**src/rtl/cpu_pkg.sv**
```systemverilog
// Shared CPU front-end definitions: fetch FSM states, word geometry and
// address helpers used by the fetch sequencer and its output slot.
package cpu_pkg;

  localparam int XLEN        = 32;
  localparam int INSTR_BYTES = 4;

  typedef enum logic [1:0] {
    BOOT  = 2'd0,
    REQ   = 2'd1,
    WAIT  = 2'd2,
    DRAIN = 2'd3
  } fetch_state_t;

  // Clears the byte-offset bits so any address becomes an instruction boundary.
  function automatic logic [XLEN-1:0] word_align(input logic [XLEN-1:0] addr);
    return addr & ~(XLEN'(INSTR_BYTES) - XLEN'(1));
  endfunction

  // Sequential fetch address; wraps naturally at the top of the address space.
  function automatic logic [XLEN-1:0] next_word(input logic [XLEN-1:0] addr);
    return addr + XLEN'(INSTR_BYTES);
  endfunction

endpackage

```
**src/rtl/fetch_out_slot.sv**
```systemverilog
// One-entry instruction/PC buffer between fetch and decode, with load,
// consume (via stall) and flush, and a same-cycle "free" indication.
module fetch_out_slot
  import cpu_pkg::*;
(
  input  logic            clk,
  input  logic            reset_n,
  input  logic            load,
  input  logic [XLEN-1:0] load_data,
  input  logic [XLEN-1:0] load_pc,
  input  logic            stall,
  input  logic            flush,
  output logic            free,
  output logic            valid,
  output logic [XLEN-1:0] data,
  output logic [XLEN-1:0] pc
);

  // Free when empty or when decode takes the current entry this very cycle.
  assign free = !valid || !stall;

  always_ff @(posedge clk or negedge reset_n) begin
    if (!reset_n) begin
      valid <= 1'b0;
      data  <= '0;
      pc    <= '0;
    end else if (flush) begin
      valid <= 1'b0;
    end else if (load) begin
      valid <= 1'b1;
      data  <= load_data;
      pc    <= load_pc;
    end else if (!stall) begin
      valid <= 1'b0;
    end
  end

endmodule

```
**src/rtl/fetch_sequencer.sv**
```systemverilog
// Instruction-fetch controller: owns the PC, keeps at most one memory request
// in flight, buffers returned words for decode and squashes stale responses.
module fetch_sequencer
  import cpu_pkg::*;
#(
  parameter logic [XLEN-1:0] RESET_VECTOR = 32'h0000_0000
) (
  input  logic            clk,
  input  logic            reset_n,
  output logic            imem_req_valid,
  input  logic            imem_req_ready,
  output logic [XLEN-1:0] imem_req_addr,
  input  logic            imem_resp_valid,
  output logic            imem_resp_ready,
  input  logic [XLEN-1:0] imem_resp_data,
  input  logic            redirect_valid,
  input  logic [XLEN-1:0] redirect_pc,
  input  logic            stall,
  output logic            inst_valid,
  output logic [XLEN-1:0] inst_data,
  output logic [XLEN-1:0] inst_pc
);

  fetch_state_t    state;
  logic [XLEN-1:0] pc;
  logic [XLEN-1:0] fetch_pc;
  logic            req_valid_q;
  logic [XLEN-1:0] target;
  logic            req_hs;
  logic            resp_hs;
  logic            slot_free;
  logic            slot_load;

  assign target          = word_align(redirect_pc);
  assign imem_req_valid  = req_valid_q;
  assign imem_req_addr   = pc;
  assign req_hs          = req_valid_q && imem_req_ready;
  // The only input-to-output path: a full slot can still accept if decode drains it now.
  assign imem_resp_ready = (state == DRAIN) || ((state == WAIT) && slot_free);
  assign resp_hs         = imem_resp_valid && imem_resp_ready;
  assign slot_load       = (state == WAIT) && resp_hs && !redirect_valid;

  always_ff @(posedge clk or negedge reset_n) begin
    if (!reset_n) begin
      state       <= BOOT;
      pc          <= word_align(RESET_VECTOR);
      fetch_pc    <= '0;
      req_valid_q <= 1'b0;
    end else begin
      unique case (state)
        BOOT: begin
          if (redirect_valid) pc <= target;
          state       <= REQ;
          req_valid_q <= 1'b1;
        end
        REQ: begin
          // A redirect may retarget a request that has not yet been accepted.
          if (redirect_valid) begin
            pc <= target;
            if (req_hs) begin
              state       <= DRAIN;
              req_valid_q <= 1'b0;
            end
          end else if (req_hs) begin
            fetch_pc    <= pc;
            pc          <= next_word(pc);
            state       <= WAIT;
            req_valid_q <= 1'b0;
          end
        end
        WAIT: begin
          if (redirect_valid) pc <= target;
          if (resp_hs) begin
            state       <= REQ;
            req_valid_q <= 1'b1;
          end else if (redirect_valid) begin
            state <= DRAIN;
          end
        end
        DRAIN: begin
          // Leaving on the response even when redirected again avoids waiting forever.
          if (redirect_valid) pc <= target;
          if (imem_resp_valid) begin
            state       <= REQ;
            req_valid_q <= 1'b1;
          end
        end
        default: begin
          state       <= BOOT;
          req_valid_q <= 1'b0;
        end
      endcase
    end
  end

  fetch_out_slot u_slot (
    .clk       (clk),
    .reset_n   (reset_n),
    .load      (slot_load),
    .load_data (imem_resp_data),
    .load_pc   (fetch_pc),
    .stall     (stall),
    .flush     (redirect_valid),
    .free      (slot_free),
    .valid     (inst_valid),
    .data      (inst_data),
    .pc        (inst_pc)
  );

endmodule

```
**config.mk**
```make
export PLATFORM = sky130hd
export DESIGN_NAME = fetch_sequencer
export DESIGN_NICKNAME = d
export VERILOG_FILES = /design/src/rtl/cpu_pkg.sv /design/src/rtl/fetch_out_slot.sv /design/src/rtl/fetch_sequencer.sv
export SDC_FILE = /design/constraint.sdc
export NUM_CORES = 1
export LEC_CHECK = 0
export CELL_PAD_IN_SITES_DETAIL_PLACEMENT = 1
export CELL_PAD_IN_SITES_GLOBAL_PLACEMENT = 1
export CORE_MARGIN = 1
export CORE_UTILIZATION = 33
export CTS_BUF_LIST = sky130_fd_sc_hd__clkbuf_8 sky130_fd_sc_hd__clkbuf_16
export CTS_CLUSTER_DIAMETER = 40
export CTS_CLUSTER_SIZE = 8
export DETAILED_ROUTE_END_ITERATION = 12
export PLACE_DENSITY = 0.79
export SYNTH_ARGS = -nofsm -noshare
export SYNTH_HDL_FRONTEND = slang
export SYNTH_SLANG_ARGS = --single-unit
```
**constraint.sdc**
```tcl
create_clock -name clk -period 2.1 [get_ports clk]
set_input_delay 0.63 -clock clk [delete_from_list [all_inputs] [get_ports clk]]
set_output_delay 0.63 -clock clk [all_outputs]
set_load 0.05 [all_outputs]
```
==> flow_summary.yaml <==
run_status:
  outcome: "finished, violations left"
  violations: "negative setup slack"
routing:
  vias: 4521
  first_pass_iters: 4
  ant_nets: 0
  drt_wl_total_mm: 17.2
  drt-initial-drc-count: 160
  drc: 0
  wl_per_cell_um: 19.3
  viasPerCell: 5.08
clocking:
  cts_root_buf: "clkbuf_16"
  ctsHoldBuffers: 0
  clock_path_buffers: 2
  htree_levels: 4
  clock_latency_ns: 0.43
  path_clk_slew_ns: 0.06
  cts.sinks: 126
  cts-buffers-inserted: 17
  cts_tree: "built"
layout:
  area_growth_pct: 54.7
  nNetsFinal: 735
  layout-drive-gt1-share_pct: 47.5
  fillers: 1660
  finalNonFillerCells: 890
  postLayoutCellArea_um2: 8530
critical_path:
  r2r-start: "state[0]$_DFFE_PN0P_"
  cp.required_ns: 1.47
  cp_max_fo: 3
  cp-end-kind: "primary output"
  r2r_slack_ns: -0.18
  r2r_end: "imem_req_addr[30]$_DFFE_PN0P_"
  arrival_ns: 1.66
  worstRegToRegCells: 7
  cpPeakStageDelay_ns: 0.39
  worst_setup_path_start_kind: "flop"
  critPathTopFamily: "flip-flops"
  crit_slowest_cell: "dfrtp_1"
  critPathKind: "reg2out"
  crit_buf_inv: 3
  crit_path_cell_trace: "buf_6 -> inv_4 -> ha_4 -> a21boi_1 -> or2_4 -> buf_12"
yosys:
  synth_edf_count: 0
  synth_compound_area_share_pct: 7.83
  synthFlopType: "dfrtp_1"
  syn_area_um2: 5510
  syn_inst: 444
  yosys.area.top_type_share_pct: 57.2
  synth_area_leaders: "dfrtp_1 57%, mux2_2 18%, o21ai_0 2.4%"
  synth_seq_area_share_pct: 57.2
  synth_top_family_by_area: "multiplexers"
  synth-adder-area-share_pct: 1.14
  synth-xor-area-share_pct: 1.75
  synth.mux.area_fraction_pct: 17.8
  syn_avg_cell_area_um2: 12.4
  ys_ff_latch: 126
  synth_warnings: 0
  synthSimpleGateAreaFrac_pct: 11.0
  synthTopCellsByCount: "126 x dfrtp_1, 87 x mux2_2, 31 x nand2_1"
  post-synth-top-area-cell: "dfrtp_1"
  yosysMostFrequentCell: "dfrtp_1"
  ys_types: 45
  async_flop_share_pct: 100
die:
  io_pins: 169
  initial_utilization_pct: 34.2
  core-area_um2: 16100
  fp.dieH_um: 131
  dieArea_um2: 17200
  die_w_um: 131
  fp-row-count: 46
pwr:
  sequentialPowerShare_pct: 32.2
  power_frac_clock_pct: 23.0
  ir_drop_mv: 0.838
  p_leak_nw: 3.86
  p_int_mw: 7.01
  switching_share_pct: 42.0
  power_density_nw_per_um2: 1420
  design_power_total_mw: 12.1
  switchingPower_mw: 5.08
  combPwrFrac_pct: 44.7
sta:
  final.setup_skew_ns: 0.00872
  tns_ns: -1.85
  fin_crit_sh_pct: 109
  whs_ns: 0.136
  finalMaxSlewViolations: 0
  relSlewSlack_pct: 59.8
  fmax_mhz: 437
  rsz0062_at_grt: "true"
  finalHoldViolCount: 0
  setup_slack_ns: -0.189
  setup_viol: 15
  fin_crit_ns: 2.29
  max_slew.worst_pin.slew_ns: 0.597
grt:
  grt_pass1_wl_mm: 26.8
  grt_antenna_before_repair: 1
  grt_pass1_vias: 4878
  grtUsageTotal_pct: 20.2
  overflow: 0
  grt_max_degree: 45
placement:
  placed_cell_area_um2: 7520
  hpwlAfterDp_mm: 11.9
  dp_cells: 840
  io_buffers: 162
  place_congestion: 0.787
run:
  drv_cap: 0
min_path:
  min_path_type: "in2async"
[worst register-to-register path, stage by stage, from the launching register on]
cell	delay, ns
dfrtp_1	0.41
buf_4	0.15
buf_6	0.12
ha_4	0.15
a21boi_4	0.15
or4_4	0.50
or4_4	0.53
a31oi_1	0.18
[what timing repair did]
| item | 4_1_cts | 5_1_grt |
|---|---|---|
| endpoints found under the setup margin | 94 | 81 |
| cloned | 0 | 1 |
| pin swaps | 17 | 20 |
| gates resized for setup | 43 | 42 |
| buffers inserted | 10 | 7 |
[cell type report]
type,count,area (um2),area share [%]
antenna,1,2.50,0.0294
tap,216,270,3.17
clock buffer,17,425,4.99
multi-input combinational,283,2500,29.3
timing repair buffer,222,1970,23.1
clock inverter,15,138,1.61
sequential,126,3180,37.3
inverter,10,42.5,0.499
[power groups by stage]
stage	registers, mW	clock network [mW]	logic (mW)
after detailed placement	3.93	0	5.21
after global placement	3.83	0	5.05
after global routing	4.02	2.96	5.68
after CTS	3.90	2.86	5.29
after floorplan	5.86	0	1.35
final	3.90	2.78	5.41
[worst max path at each step]
| stage | start | to | slack (ns) | cells after the start |
|---|---|---|---|---|
| 5_1_grt | state[0]$_DFFE_PN0P_ | imem_req_addr[24]$_DFFE_PN0P_ | -0.25 | 9 |
| 3_3_place_gp | imem_req_ready | imem_req_addr[30]$_DFFE_PN0P_ | -0.62 | 5 |
| 2_1_floorplan | imem_req_addr[13]$_DFFE_PN0P_ | imem_req_addr[23]$_DFFE_PN0P_ | -0.1 | 7 |
| 6_report | state[0]$_DFFE_PN0P_ | imem_resp_ready | -0.19 | 6 |
| 3_5_place_dp | imem_req_ready | imem_req_addr[30]$_DFFE_PN0P_ | -0.69 | 5 |
| 4_1_cts | state[1]$_DFFE_PN0P_ | imem_resp_ready | -0.19 | 5 |
[placed cells by master (no fill, tap or decap), drive strengths merged, types with 8 or more instances in the layout]
| master | instances |
|---|---|
| nand4 | 9 |
| mux2 | 87 |
| o31ai | 12 |
| nand3 | 13 |
| clkinv | 8 |
| clkdlybuf4s50 | 66 |
| inv | 13 |
| nor2 | 18 |
| or4 | 13 |
| buf | 137 |
| clkbuf | 18 |
| dlygate4sd2 | 18 |
| a31oi | 15 |
| o21ai | 26 |
| dfrtp | 126 |
| nand2 | 31 |
| xnor2 | 8 |
[sequential cells by signal (all words and copies together), names as in the netlist]
| name | cells |
|---|---|
| fetch_pc | 30 |
| imem_req_addr | 30 |
| imem_req_valid | 1 |
| state | 2 |
| u_slot.data | 32 |
| u_slot.pc | 30 |
| u_slot.valid | 1 |
[layer usage]
layer	vias up	global-route usage (%)	share of wire, %
li1	2041	-	-
met5	-	0	0
met1	2314	23.6	42
met4	0	6.99	1.7
met2	142	35.6	53
met3	24	5.40	3.8
[cell families (layout without fill, tap and decap cells)]
| family | Yosys count | count (layout) |
|---|---|---|
| muxes | 87 | 87 |
| adders and majority gates | 5 | 5 |
| DFF | 126 | 126 |
| buffers and inverters | 38 | 264 |
| and+or+nand+nor | 109 | 109 |
| AOI/OAI and AO/OA | 67 | 67 |
| other | 1 | 5 |
| xor gates and xnor gates | 11 | 11 |
[per-stage QoR]
step | setup slack, ns | utilization [%]
after floorplan | -0.0987 | -
after global placement | -0.624 | 46.7
after detailed placement | -0.690 | 46.7
after CTS | -0.194 | 51.1
after global routing | -0.246 | 52.9
final | -0.189 | 52.9
Power figures use the tool's default switching activity.
